[config.mk]
export PLATFORM = sky130hd
export DESIGN_NAME = serial_subtractor
export DESIGN_NICKNAME = d
export VERILOG_FILES = /design/src/rtl/serial_subtractor.sv
export SDC_FILE = /design/constraint.sdc
export NUM_CORES = 1
export LEC_CHECK = 0
export ABC_AREA = 1
export CORE_MARGIN = 2
export CORE_UTILIZATION = 30
export CTS_CLUSTER_DIAMETER = 100
export DETAILED_ROUTE_END_ITERATION = 12
export GPL_ROUTABILITY_DRIVEN = 1
export SLEW_MARGIN = 20
export SYNTH_ARGS = -nofsm -noshare
export SYNTH_HDL_FRONTEND = slang
export SYNTH_SLANG_ARGS = --single-unit
export TNS_END_PERCENT = 10
[constraint.sdc]
create_clock -name clk -period 5.22 [get_ports clk]
set_input_delay 1.044 -clock clk [delete_from_list [all_inputs] [get_ports clk]]
set_output_delay 1.044 -clock clk [all_outputs]
set_load 0.02 [all_outputs]
[src/rtl/serial_subtractor.sv]
// rtl/serial_subtractor.sv - digit-serial subtractor, diff = a - b mod 2^N, DIGIT bits per cycle
module serial_subtractor #(
    parameter int N     = 16,
    parameter int DIGIT = 4
) (
    input  logic         clk,
    input  logic         rst_n,
    input  logic         in_valid,
    output logic         in_ready,
    input  logic [N-1:0] a,
    input  logic [N-1:0] b,
    output logic         out_valid,
    input  logic         out_ready,
    output logic [N-1:0] diff,
    output logic         borrow_out,
    output logic         ovf,
    output logic         zero
);

    localparam int S  = N / DIGIT;
    localparam int CW = (S > 1) ? $clog2(S) : 1;

    if (DIGIT < 1 || DIGIT > N || (N % DIGIT) != 0) begin : g_bad_param
        $error("serial_subtractor: DIGIT must divide N and lie in 1..N");
    end

    typedef enum logic [1:0] {IDLE, RUN, DONE} state_t;

    state_t          state;
    state_t          state_nx;
    logic [N-1:0]    a_sh;
    logic [N-1:0]    b_sh;
    logic [N-1:0]    res_sh;
    logic [N-1:0]    res_nx;
    logic            borrow;
    logic            a_msb;
    logic            b_msb;
    logic [CW-1:0]   count;
    logic [DIGIT-1:0] d;
    logic            bo;
    logic            last;

    assign in_ready = (state == IDLE) && rst_n;
    assign last     = (count == CW'(S - 1));

    always_comb begin
        {bo, d} = {1'b0, a_sh[DIGIT-1:0]} - {1'b0, b_sh[DIGIT-1:0]} - {{DIGIT{1'b0}}, borrow};
    end

    // New digit enters at the MSB end so the LSB digit, computed first, ends up at bit 0.
    if (DIGIT == N) begin : g_full
        always_comb res_nx = d;
    end else begin : g_part
        always_comb res_nx = {d, res_sh[N-1:DIGIT]};
    end

    always_comb begin
        state_nx = state;
        case (state)
            IDLE:    if (in_valid) state_nx = RUN;
            RUN:     if (last) state_nx = DONE;
            DONE:    if (out_ready) state_nx = IDLE;
            default: state_nx = IDLE;
        endcase
    end

    always_ff @(posedge clk) begin
        if (!rst_n) begin
            state <= IDLE;
        end else begin
            state <= state_nx;
        end
    end

    always_ff @(posedge clk) begin
        if (!rst_n) begin
            a_sh       <= '0;
            b_sh       <= '0;
            res_sh     <= '0;
            borrow     <= 1'b0;
            a_msb      <= 1'b0;
            b_msb      <= 1'b0;
            count      <= '0;
            out_valid  <= 1'b0;
            diff       <= '0;
            borrow_out <= 1'b0;
            ovf        <= 1'b0;
            zero       <= 1'b0;
        end else begin
            case (state)
                IDLE: begin
                    if (in_valid) begin
                        a_sh   <= a;
                        b_sh   <= b;
                        a_msb  <= a[N-1];
                        b_msb  <= b[N-1];
                        borrow <= 1'b0;
                        count  <= '0;
                    end
                end
                RUN: begin
                    borrow <= bo;
                    a_sh   <= a_sh >> DIGIT;
                    b_sh   <= b_sh >> DIGIT;
                    res_sh <= res_nx;
                    count  <= count + CW'(1);
                    if (last) begin
                        diff       <= res_nx;
                        borrow_out <= bo;
                        ovf        <= (a_msb != b_msb) && (res_nx[N-1] != a_msb);
                        zero       <= (res_nx == '0);
                        out_valid  <= 1'b1;
                    end
                end
                DONE: begin
                    if (out_ready) out_valid <= 1'b0;
                end
                default: ;
            endcase
        end
    end

endmodule

Word-level counts from Yosys, hierarchy flattened
Cells that the tools add are included.
{ "word_totals": {"out_inout_bits": 21, "input_bits": 36, "reg_bits": 75} }
{ "classes": {"add_sub_neg": 3, "mux": 15, "reduce_logical": 11, "n_eq_ne": 8} }
{ "ops": {"columns": ["op", "count"], "rows": [
  ["$pmux W16 S2", 2],
  ["$mux W16", 2],
  ["$logic_not A16 Y1", 1],
  ["$mux W2", 4],
  ["$ne A2 B2 Y1 const B", 3],
  ["$pmux W2 S3", 1],
  ["$reduce_and A2 Y1", 3],
  ["$reduce_and A3 Y1", 2],
  ["$sub A4 B4 Y5", 1],
  ["$sub A5 B1 Y5", 1],
  ["$eq A2 B2 Y1 const B", 2],
  ["$pmux W1 S2", 2],
  ["$pmux W2 S2", 1],
  ["$reduce_bool A2 Y1", 2],
  ["$mux W1", 3],
  ["$add A2 B1 Y2 const B", 1],
  ["$eq A2 B1 Y1 const B", 1],
  ["$logic_and A1 B1 Y1", 2],
  ["$logic_not A2 Y1", 1],
  ["$ne A1 B1 Y1", 2]
]} }

Logic depth before layout (Yosys ltp)
Gate-level depths: netlist of the first run.
{ "depth": {"ltp_word": 4, "ltp_mapped": 12, "ltp_nobuf": 12} }

Worst setup path after synthesis of the first run
OpenSTA, ideal clock, no wires.
{ "synth_timing": {"kind": "input port to output port", "from": "input port rst_n", "to": "output port in_ready", "path_slack_ns": 2.587, "stages": 3, "required_ns": 4.176, "t_arrival_ns": 1.589, "cell_sequence": "inv_1 clkbuf_1 nor2_1"} }
{ "synth_between": {"elab_chain_len": 1} }
{ "synth_rtl": {"columns": ["item", "line", "text"], "rows": [
  ["start, declared", "7", "input logic rst_n,"],
  ["$logic_and A1 B1 Y1", "43", "assign in_ready = (state == IDLE) && rst_n;"],
  ["end, declared", "9", "output logic in_ready,"]
]} }
No other way between the ends.

Worst setup path in the final report of the first run
Ends and elaborated chain as after synthesis.

==> reports/qor.yml, run 1 <==
grt:
  grt_pass1_vias: 2680
  grtUsageTotal_pct: 13.10
  antenna_found_initial: 0
  gr-total-overflow: 0
  grt_max_degree: 56
  grt_pass1_wl_um: 12070
sta:
  finClkSkew_ps: 12.09
  setup-tns-final_ps: 0
  maxSlewHeadroom_pct: 46.65
  fmax_mhz: 290.9
  report.final.slew_viol_count: 0
  tightest_slew_ps: 800.2
  final.min_clock_period_ps: 3438
  post-route-period-util_pct: 65.85
  setup_viol: 0
  hold_violations: 0
  rsz0062_at_grt: "false"
worst_setup_path:
  criticalPathCategory: "in2out"
  cp-end-kind: "primary output"
  worstRegToRegCells: 7
  start_kind: "input port"
  crit_required_ps: 4180
  cp.arrival_ps: 2390
  crit_fanout: 2
  regToRegSetupSlack_ps: 2900
  r2r-end: "a_sh[0]"
  rr_startpoint: "state[1]"
yosys:
  synth_seq_cells: 71
  syn_nets: 463
  syn_area_per_cell_um2: 7.636
  ys_warn_count: 0
  postSynthCellCount: 418
  ys_types: 30
  ys_seq_area_share_pct: 44.53
  syn-cell-area_um2: 3192
hold_path:
  hold_class: "reg2reg"
  hold_start: "b_sh[6]"
  min_path_cells: 2
  whs_endpoint: "b_sh[6]"
clock_network:
  clkTransAtPathRegs_ps: 80
  ctsResizeCount: 0
  cts_hold_buf: 0
  cts_buffer_depth: 2
  cts-root-buf: "clkbuf_8"
  cts_buffers: 9
  clk_latency_ps: 340
  cts.sinks: 71
  post-cts-setup-buffers: 0
  cts_tree: "built"
  htree_num_levels: 3
detailed_routing:
  wl_met2_um: 3209
  firstDrtPassIters: 4
  via_per_inst: 4.419
  drt-met1-wl_um: 3221
  topRoutingLayerUsed: "met4"
  wl_per_cell_um: 11.24
  drt_iter0_markers: 76
  drc_errors: 0
  dr_wl_met3_um: 323
  vias: 2678
  ant_nets: 0
  drt-total-wl_um: 6809
layout:
  layout-drive-gt1-share_pct: 9.787
  areaGrowthSynthToFinish_pct: 25.87
  filler_cell_count: 1077
  nets: 510
  num_antenna_cells: 0
die:
  start_util_pct: 30.92
  rows: 37
  die_h_um: 107.1
  io_pins: 57
  core_um2: 10320
  die_w_um: 107.1
  die_area_um2: 11480
power_and_ir_drop:
  power_density_nw_per_um2: 325.0
  ir_worst_vdd_uv: 137.5
  leakage_nw: 1.604
  totalPowerFinal_w: 0.001306
place:
  dp_hpwl_um: 4753
  place_congestion: 0.8167
  portBuffers: 56
flow_run:
  drv_cap: 0
outcome:
  outcome: "finished clean"
[worst max path at each step]
stage                from       end  slack [ps]  depth (start not counted)
floorplan           rst_n  in_ready        2590                          3
global placement    rst_n  in_ready        1740                          4
detailed placement  rst_n  in_ready        1750                          4
CTS                 rst_n  in_ready        1750                          4
global route        rst_n  in_ready        1740                          4
finish              rst_n  in_ready        1780                          4
[layout make-up]
class,instances,area (um2),area share (%)
clock buffer,11,141.4,3.519
clock inverter,5,81.33,2.024
inverter,48,187.7,4.671
multi-input combinational,277,1440,35.85
sequential,71,1421,35.38
tap,136,170.2,4.235
timing repair buffer,58,575.6,14.33
[sequential cells by signal (all words and copies together), names as in the netlist]
register,cells
a_sh,16
b_sh,16
diff,16
res_sh,12
count,2
state,2
a_msb,1
b_msb,1
borrow,1
borrow_out,1
out_valid,1
ovf,1
zero,1
[synth_stat cells]
master / count / area [um2]
buf_2: 6 / 30.03
a211oi_1: 2 / 15.01
nand3_1: 9 / 45.04
nor2_1: 26 / 97.59
nand3_4: 1 / 17.52
dfxtp_1: 71 / 1421
nor2_8: 1 / 20.02
a21oi_2: 19 / 166.4
buf_4: 3 / 22.52
o21a_1: 3 / 22.52
a21oi_1: 40 / 200.2
buf_6: 1 / 11.26
o31ai_1: 1 / 7.510
o211ai_1: 2 / 15.01
inv_2: 2 / 7.510
o21ai_1: 14 / 70.07
nand2_1: 107 / 401.6
clkbuf_1: 9 / 33.78
o21ai_0: 38 / 190.2
o21ai_2: 2 / 17.52
inv_1: 43 / 161.4
fa_1: 2 / 40.04
xnor2_1: 1 / 8.760
nand2_2: 1 / 6.260
buf_8: 3 / 45.04
ha_1: 7 / 87.58
nand2_4: 1 / 11.26
clkinv_1: 1 / 3.750
inv_4: 1 / 6.260
inv_6: 1 / 8.760
[layout by cell type, fill, tap and decap left out, types with 2 or more instances in the layout]
| cell type | instances |
|---|---|
| nand3_1 | 9 |
| a211oi_1 | 2 |
| clkbuf_8 | 10 |
| fa_1 | 2 |
| o211ai_1 | 2 |
| a21oi_1 | 40 |
| dfxtp_1 | 71 |
| bufinv_16 | 2 |
| inv_2 | 2 |
| o21a_1 | 3 |
| nand2_1 | 107 |
| o21ai_2 | 2 |
| o21ai_0 | 38 |
| ha_1 | 7 |
| buf_4 | 2 |
| inv_1 | 43 |
| nor2_1 | 26 |
| clkdlybuf4s50_1 | 56 |
| a21oi_2 | 19 |
| o21ai_1 | 14 |
[routing by layer]
| layer | GRT usage [%] | vias up |
|---|---|---|
| li1 | - | 1432 |
| met1 | 16.09 | 1182 |
| met2 | 22.11 | 56 |
| met3 | 3.830 | 8 |
| met4 | 3.896 | 0 |
| met5 | 0 | - |
[cell families (layout without fill, tap and decap cells)]
family / Yosys count / after routing / synth area share, %
DFF: 71 / 71 / 44.53
buffers and inverters: 70 / 122 / 10.35
xor gates and xnor gates: 1 / 1 / 0.2745
AOI/OAI and AO/OA: 121 / 121 / 22.07
adders and majority gates: 9 / 9 / 3.998
and+or+nand+nor: 146 / 146 / 18.78
[critical path: stages]
cell	delay, ps
clkdlybuf4s50_1	540
inv_1	90
nor2_1	110
clkdlybuf4s50_1	610
[power by group]
part           leakage [nW]  switching (W)  total (W)  internal [W]
Combinational         0.913       0.000136   0.000226     0.0000899
Clock                 0.110       0.000204   0.000486      0.000282
Sequential            0.582      0.0000168   0.000594      0.000577
Total                  1.60       0.000356    0.00131      0.000949
[metrics by stage]
stage / hold WS, ps / setup WS [ps] / cells / util, % / instance area [um2]
after floorplan: 424.7 / 2587 / 418 / - / 3192
after global placement: 435.0 / 1736 / 590 / 36.76 / 3795
after detailed placement: 441.7 / 1750 / 590 / 36.76 / 3795
after CTS: 452.5 / 1750 / 606 / 38.92 / 4018
after global routing: 473.7 / 1736 / 606 / 38.92 / 4018
final: 451.4 / 1782 / 606 / 38.92 / 4018
(Power assumes the default switching activity.)
==> run 2, diff against run 1 <==
==> constraint.sdc (replaced) <==
create_clock -name clk -period 3.4 [get_ports clk]
set_input_delay 0.68 -clock clk [delete_from_list [all_inputs] [get_ports clk]]
set_output_delay 0.68 -clock clk [all_outputs]
set_load 0.02 [all_outputs]
==> run 2 against run 1 <==
Global-route usage hardly changed. Combinational power increased by 57%. Critical path depth did not move. Count of clock-buffer cells in the layout unchanged. Die area unchanged. Sequential share of layout area down 0.62 points. Setup slack lost 1100 ps. Register-to-register slack worse by 1700 ps. Non-clock buffer count rose by 2. Utilization is 0.69 points higher. Critical endpoint unchanged. Largest cell class unchanged. Largest power group is now clock.
==> reports/qor.yml, run 2 (synthesized netlist as in run 1, its figures left out) <==
clock_network:
  cts_hold_buf: 0
  cts-root-buf: "clkbuf_8"
  cts_tree: "built"
  cts_buffer_depth: 2
  clkTransAtPathRegs_ps: 70
  ctsResizeCount: 0
  clk_latency_ps: 350
  cts.sinks: 71
  htree_num_levels: 3
  cts_buffers: 9
  post-cts-setup-buffers: 0
detailed_routing:
  drt-total-wl_um: 7021
  via_per_inst: 4.447
  drt_iter0_markers: 74
  firstDrtPassIters: 4
  wl_per_cell_um: 11.55
  ant_nets: 0
  drc_errors: 0
  vias: 2704
die:
  start_util_pct: 30.92
  rows: 37
  die_area_um2: 11480
  die_h_um: 107.1
  io_pins: 57
  core_um2: 10320
  die_w_um: 107.1
layout:
  layout-drive-gt1-share_pct: 10.38
  areaGrowthSynthToFinish_pct: 28.11
  layout_common_cells: "nand2_1, dfxtp_1, clkdlybuf4s50_1"
  final_util_pct: 39.61
  final_common_cell: "nand2_1"
  num_antenna_cells: 0
  nets: 512
  top_regs: "a_sh: 16 flops, b_sh: 16 flops, diff: 16 flops"
place:
  dp_hpwl_um: 4874
  portBuffers: 56
  place_congestion: 0.7670
grt:
  grtUsageTotal_pct: 13.14
  grt_pass1_wl_um: 12050
  grt_pass1_vias: 2700
  grt_max_degree: 56
  antenna_found_initial: 0
  gr-total-overflow: 0
sta:
  final.min_clock_period_ps: 2729
  rsz0062_at_grt: "false"
  tightest_slew_ps: 632.0
  fmax_mhz: 366.4
  hold_violations: 0
  finClkSkew_ps: 8.655
  setup_viol: 0
  report.final.slew_viol_count: 0
  maxSlewHeadroom_pct: 57.60
  whs_ps: 454.9
  setup-tns-final_ps: 0
  post-route-period-util_pct: 80.27
power_and_ir_drop:
  totalPowerFinal_w: 0.002190
  power_density_nw_per_um2: 535.7
  leakage_nw: 1.640
  ir_worst_vdd_uv: 213.5
flow_run:
  drv_cap: 0
worst_setup_path:
  crit_required_ps: 2720
  cp.arrival_ps: 2050
  worstRegToRegCells: 5
  criticalPathCategory: "in2out"
  start_kind: "input port"
  cp-end-kind: "primary output"
  crit_fanout: 2
outcome:
  outcome: "finished clean"
hold_path:
  min_path_cells: 2
  hold_class: "reg2reg"
run 2: cell types whose count changed in the layout (fill, tap and decap cells not counted):
cell,change
buf_4,+2
bufinv_16,+2
clkbuf_1,-1
clkbuf_8,+1
clkinv_2,-1
clkinv_4,-1
run 2: layer usage:
metal  wire (um)  global-route usage, %  share of wire [%]  up-vias
li1            -                      -                  -     1436
met1        3328                  16.02                 47     1201
met2        3305                  22.33                 47       55
met3         301                  3.769                4.3       12
met4          86                  3.989                1.2        0
met5           0                      0                  0        -
run 2: layout make-up:
class	count	area [um2]
fillers	1069	6235
multi-input cells	277	1440
flip-flops and latches	71	1421
repair buffers	60	590.6
inverters	48	187.7
well taps	136	170.2
clock buffers	11	151.4
clock inverters	5	127.6
run 2: critical path: stages:
cell,delay [ps]
clkdlybuf4s50_1,560
inv_1,80
nor2_1,110
clkdlybuf4s50_1,610
run 2: per-stage QoR:
| step | setup WS (ps) | cell area, um2 | cells |
|---|---|---|---|
| floorplan | 1495 | 3192 | 418 |
| CTS | 641.5 | 4089 | 608 |
| global route | 630.4 | 4089 | 608 |
| detailed placement | 641.7 | 3810 | 592 |
| finish | 670.8 | 4089 | 608 |
| global placement | 639.0 | 3810 | 592 |
run 2: final timing paths:
| path | start | to | slack, ps |
|---|---|---|---|
| worst max register to register | count[0] | diff[10] | 1240 |
| worst max-delay path | rst_n | in_ready | 670 |
| worst min register to register | b_sh[5] | b_sh[5] | 450 |
| worst min-delay path | b_sh[5] | b_sh[5] | 450 |
run 2: report_power, final:
group / switching, W / internal, W / leakage [nW]
Combinational: 0.000213 / 0.000141 / 0.922
Clock: 0.000322 / 0.000602 / 0.136
Sequential: 0.0000265 / 0.000886 / 0.582
==> run 3, diff against run 2 <==
==> constraint.sdc (replaced) <==
create_clock -name clk -period 2.9 [get_ports clk]
set_input_delay 0.58 -clock clk [delete_from_list [all_inputs] [get_ports clk]]
set_output_delay 0.58 -clock clk [all_outputs]
set_load 0.02 [all_outputs]
==> run 3 against run 2 <==
Register-to-register slack got worse by 380 ps. Worst hold slack lost 4.2 ps. Critical path type unchanged. Sequential share of layout area is 0.57 points higher. Highest routed layer unchanged. Power up 3.2%. Global-route usage barely moved. Via count rose by 0.44%. Clock skew is 1.2 ps lower.
==> reports/qor.yml, run 3 (synthesized netlist as in run 1, its figures left out) <==
worst_setup_path:
  r2r-end: "res_sh[15]"
  rr_startpoint: "b_sh[0]"
  cp-end-kind: "primary output"
  crit_start: "rst_n"
  max_stage_delay_ps: 610
  regToRegSetupSlack_ps: 860
  cp.arrival_ps: 1930
  start_kind: "input port"
  cp_cell_sequence: "clkdlybuf4s50_1, inv_1, nor2_1, clkdlybuf4s50_1"
  cp_top_family: "buffers and inverters"
  criticalPathCategory: "in2out"
  crit_cells: 4
  crit_fanout: 2
  worstRegToRegCells: 10
  cp_common_cell: "clkdlybuf4s50_1"
  critPathSlowestCell: "clkdlybuf4s50_1"
  crit_buf_inv: 3
  crit_required_ps: 2320
die:
  rows: 37
  start_util_pct: 30.92
  core_um2: 10320
  die_area_um2: 11480
  die_w_um: 107.1
  die_h_um: 107.1
  io_pins: 57
grt:
  grt_pass1_vias: 2650
  gr-total-overflow: 0
  grtUsageTotal_pct: 13.18
  grt_max_degree: 55
  antenna_found_initial: 0
  grt_pass1_wl_um: 12010
place:
  portBuffers: 56
  dp_hpwl_um: 4950
  place_ws_ps: 355.5
  place_congestion: 0.7934
  placed_area_um2: 3832
outcome:
  outcome: "finished clean"
power_and_ir_drop:
  ir_worst_vdd_uv: 212.7
  power_density_nw_per_um2: 561.9
  leakage_nw: 1.619
clock_network:
  clk_latency_ps: 340
  clkTransAtPathRegs_ps: 70
  cts_buffer_depth: 2
  cts_buffers: 9
  cts-root-buf: "clkbuf_8"
  ctsResizeCount: 0
  cts.sinks: 71
  cts_hold_buf: 0
  post-cts-setup-buffers: 0
  cts_tree: "built"
  htree_num_levels: 3
layout:
  nets: 515
  layout-drive-gt1-share_pct: 10.53
  top_regs: "a_sh: 16 flops, b_sh: 16 flops, diff: 16 flops"
  filler_cell_count: 1109
  num_antenna_cells: 0
  final_common_cell: "nand2_1"
  layout_common_cells: "nand2_1, dfxtp_1, clkdlybuf4s50_1"
  areaGrowthSynthToFinish_pct: 26.03
  fin_area_um2: 4023
sta:
  report.final.slew_viol_count: 0
  rsz0062_at_grt: "false"
  setup-tns-final_ps: 0
  setup_slack_ps: 388.5
  post-route-period-util_pct: 86.60
  fmax_mhz: 398.2
  tightest_slew_ps: 476.0
  finClkSkew_ps: 7.491
  hold_violations: 0
  maxSlewHeadroom_pct: 68.27
  setup_viol: 0
  final.min_clock_period_ps: 2512
hold_path:
  whs_endpoint: "b_sh[8]"
  hold_start: "b_sh[8]"
  hold_class: "reg2reg"
  min_path_cells: 2
detailed_routing:
  firstDrtPassIters: 4
  drt_iter0_markers: 61
  wl_per_cell_um: 11.41
  via_per_inst: 4.445
  drc_errors: 0
  vias: 2716
  ant_nets: 0
  drt-total-wl_um: 6971
flow_run:
  drv_cap: 0
run 3: cell count changes in the layout (fill, tap and decap cells not counted):
cell | before | now
clkinv_2 | 0 | 3
buf_4 | 4 | 7
clkbuf_1 | 0 | 2
clkbuf_8 | 11 | 10
clkinvlp_4 | 1 | 0
bufinv_16 | 4 | 1
run 3: cell type report:
| cell class | count | area (um2) | area share (%) |
|---|---|---|---|
| tap | 136 | 170.2 | 4.230 |
| clock inverter | 4 | 45.04 | 1.120 |
| timing repair buffer | 63 | 613.1 | 15.24 |
| inverter | 48 | 187.7 | 4.666 |
| clock buffer | 12 | 145.1 | 3.608 |
| multi-input combinational | 277 | 1440 | 35.80 |
| sequential | 71 | 1421 | 35.33 |
run 3: metrics by stage:
step	hold WS (ps)	power (W)	cells	utilization (%)
floorplan	424.7	0.001399	418	-
global placement	436.4	0.001502	595	37.12
detailed placement	442.8	0.001513	595	37.12
CTS	453.4	0.002289	611	38.96
global route	466.8	0.002387	611	38.96
finish	450.6	0.002260	611	38.96
run 3: worst min-delay path, delay by kind of cell (launching register included):
family | cells | cell delay [ps]
buf+inv | 1 | 60
flops | 1 | 300
compound gates | 1 | 50
run 3: power by group:
part | switching (W) | leakage (nW) | internal [W] | total, W
clock network | 0.000357 | 0.100 | 0.000417 | 0.000774
logic | 0.000249 | 0.936 | 0.000167 | 0.000416
registers | 0.0000311 | 0.582 | 0.00104 | 0.00107
run 3: layer usage:
layer / vias up / global-route usage, % / wire length [um]
met5: - / 0 / 0
met4: 0 / 4.174 / 84
met3: 11 / 3.769 / 350
met2: 62 / 22.97 / 3280
met1: 1194 / 15.55 / 3255
li1: 1449 / - / -
run 3: worst max path at each step:
stage / endpoint
after detailed placement: in_ready
after floorplan: zero
final: in_ready
after global placement: in_ready
after CTS: in_ready
after global routing: in_ready
==> RTL change (settings of run 2) <==
`N`: 16 -> 8.
--- a/src/rtl/serial_subtractor.sv
+++ b/src/rtl/serial_subtractor.sv
@@ -1,6 +1,6 @@
 // rtl/serial_subtractor.sv - digit-serial subtractor, diff = a - b mod 2^N, DIGIT bits per cycle
 module serial_subtractor #(
-    parameter int N     = 16,
+    parameter int N     = 8,
     parameter int DIGIT = 4
 ) (
     input  logic         clk,
Ports: changed (resized a, b and diff); port bits go from 57 to 33. No check against the original RTL was run, so the function may have changed too.
==> RTL change against run 2 <==
- sequential share of layout area shrank 0.58 points
- final area shrank 46%
- largest power group is now registers
- area after synthesis shrank 44%
- die area shrank 43%
- first-iteration DRC count shrank 43%
- critical endpoint unchanged
- core utilization shrank 1.3 points
- wire length shrank 52%
- worst setup slack gained 150 ps
- sequential cell count shrank 33
- total power shrank 51%
- fmax grew 5.7%
- highest routed layer unchanged
==> RTL change: results <==
metrics = {
    "run_status": {
        "status": "complete, no violations",
    },
    "power": {
        "power.ir.vdd_worst_mv": 0.155,
        "p_leak_nw": 0.962,
        "power_frac_seq": 0.466,
        "seq_power_mw": 0.497,
        "p_clk_frac": 0.291,
        "internal-power_mw": 0.748,
    },
    "synth": {
        "synthDistinctLibCells": 28,
        "number_of_nets_in_the_synthesized_netlist": 261,
        "synth_common_cells": "sky130_fd_sc_hd__nand2_1 (67), sky130_fd_sc_hd__dfxtp_1 (38), sky130_fd_sc_hd__a21oi_1 (29)",
        "post_synth_inst_count": 233,
        "yosysSeqAreaShare": 0.428,
    },
    "clocking": {
        "numCtsBuffers": 5,
        "clock_insertion_delay_at_the_later_pin_of_the_skew_report_ps": 280,
    },
    "placed_design": {
        "setup_slack_after_placement_ps": 812,
        "numPlacedInstances": 333,
        "buffer_ports.inserted": 32,
        "dp_hpwl_um": 2520,
        "place_congestion": 0.736,
    },
    "finish": {
        "nets": 293,
        "post_route_cells_drive_above_1_share": 0.0752,
        "largestRegisters": "a_sh: 8 flops, b_sh: 8 flops, diff: 8 flops",
        "num-fill-cells": 659,
    },
    "routing": {
        "detail_route.wl_per_cell_um": 9.98,
        "via_density_per_instance": 4.45,
        "initial_drt_markers": 42,
    },
    "grt": {
        "first_global_vias": 1439,
        "grt_first_pass_wirelength_um": 6070,
        "track_usage": 0.119,
    },
    "timing": {
        "tightest_slew_ps": 347,
    },
}
-- RTL change: cell count changes in the layout (fill, tap and decap cells not counted), moves of 7 or more --
cell,before,now
sky130_fd_sc_hd__a21oi_1,40,29
sky130_fd_sc_hd__a21oi_2,19,1
sky130_fd_sc_hd__clkdlybuf4s50_1,56,32
sky130_fd_sc_hd__dfxtp_1,71,38
sky130_fd_sc_hd__inv_1,43,21
sky130_fd_sc_hd__nand2_1,107,67
sky130_fd_sc_hd__nor2_1,26,19
sky130_fd_sc_hd__o21ai_0,38,14
sky130_fd_sc_hd__o21ai_1,14,2
-- RTL change: path summary, 6_finish.rpt --
check	slack [ps]	start	to	depth (start not counted)
worst max register to register	1380	a_sh[0]	diff[7]	9
worst min-delay path	460	a_sh[3]	a_sh[3]	2
worst min register to register	460	a_sh[3]	a_sh[3]	2
worst max-delay path	820	rst_n	in_ready	4
-- RTL change: kinds of logic (layout without fill, tap and decap cells) --
family,Yosys count,count (layout),synth area share
AOI/OAI and AO/OA,51,51,0.153
xor gates and xnor gates,1,1,0.00493
adders and majority gates,8,8,0.0647
buffers and inverters,35,68,0.0985
DFF,38,38,0.428
and+or+nand+nor,100,100,0.251
-- RTL change: per-layer routing --
metal  wire [um]  global-route usage  vias to the layer above
met1        1590               0.140                      676
met3         126              0.0389                        7
met2        1640               0.203                       19
met4          42              0.0407                        0
li1            -                   -                      816
met5           0                   0                        -
-- RTL change: final cells by class --
type                       count  area (um2)  share of cell area
multi-input combinational    160         842               0.378
clock buffer                   7        86.3              0.0388
inverter                      26         103              0.0461
tap                           75        93.8              0.0422
sequential                    38         761               0.342
timing repair buffer          34         335               0.151
clock inverter                 1        5.00             0.00225
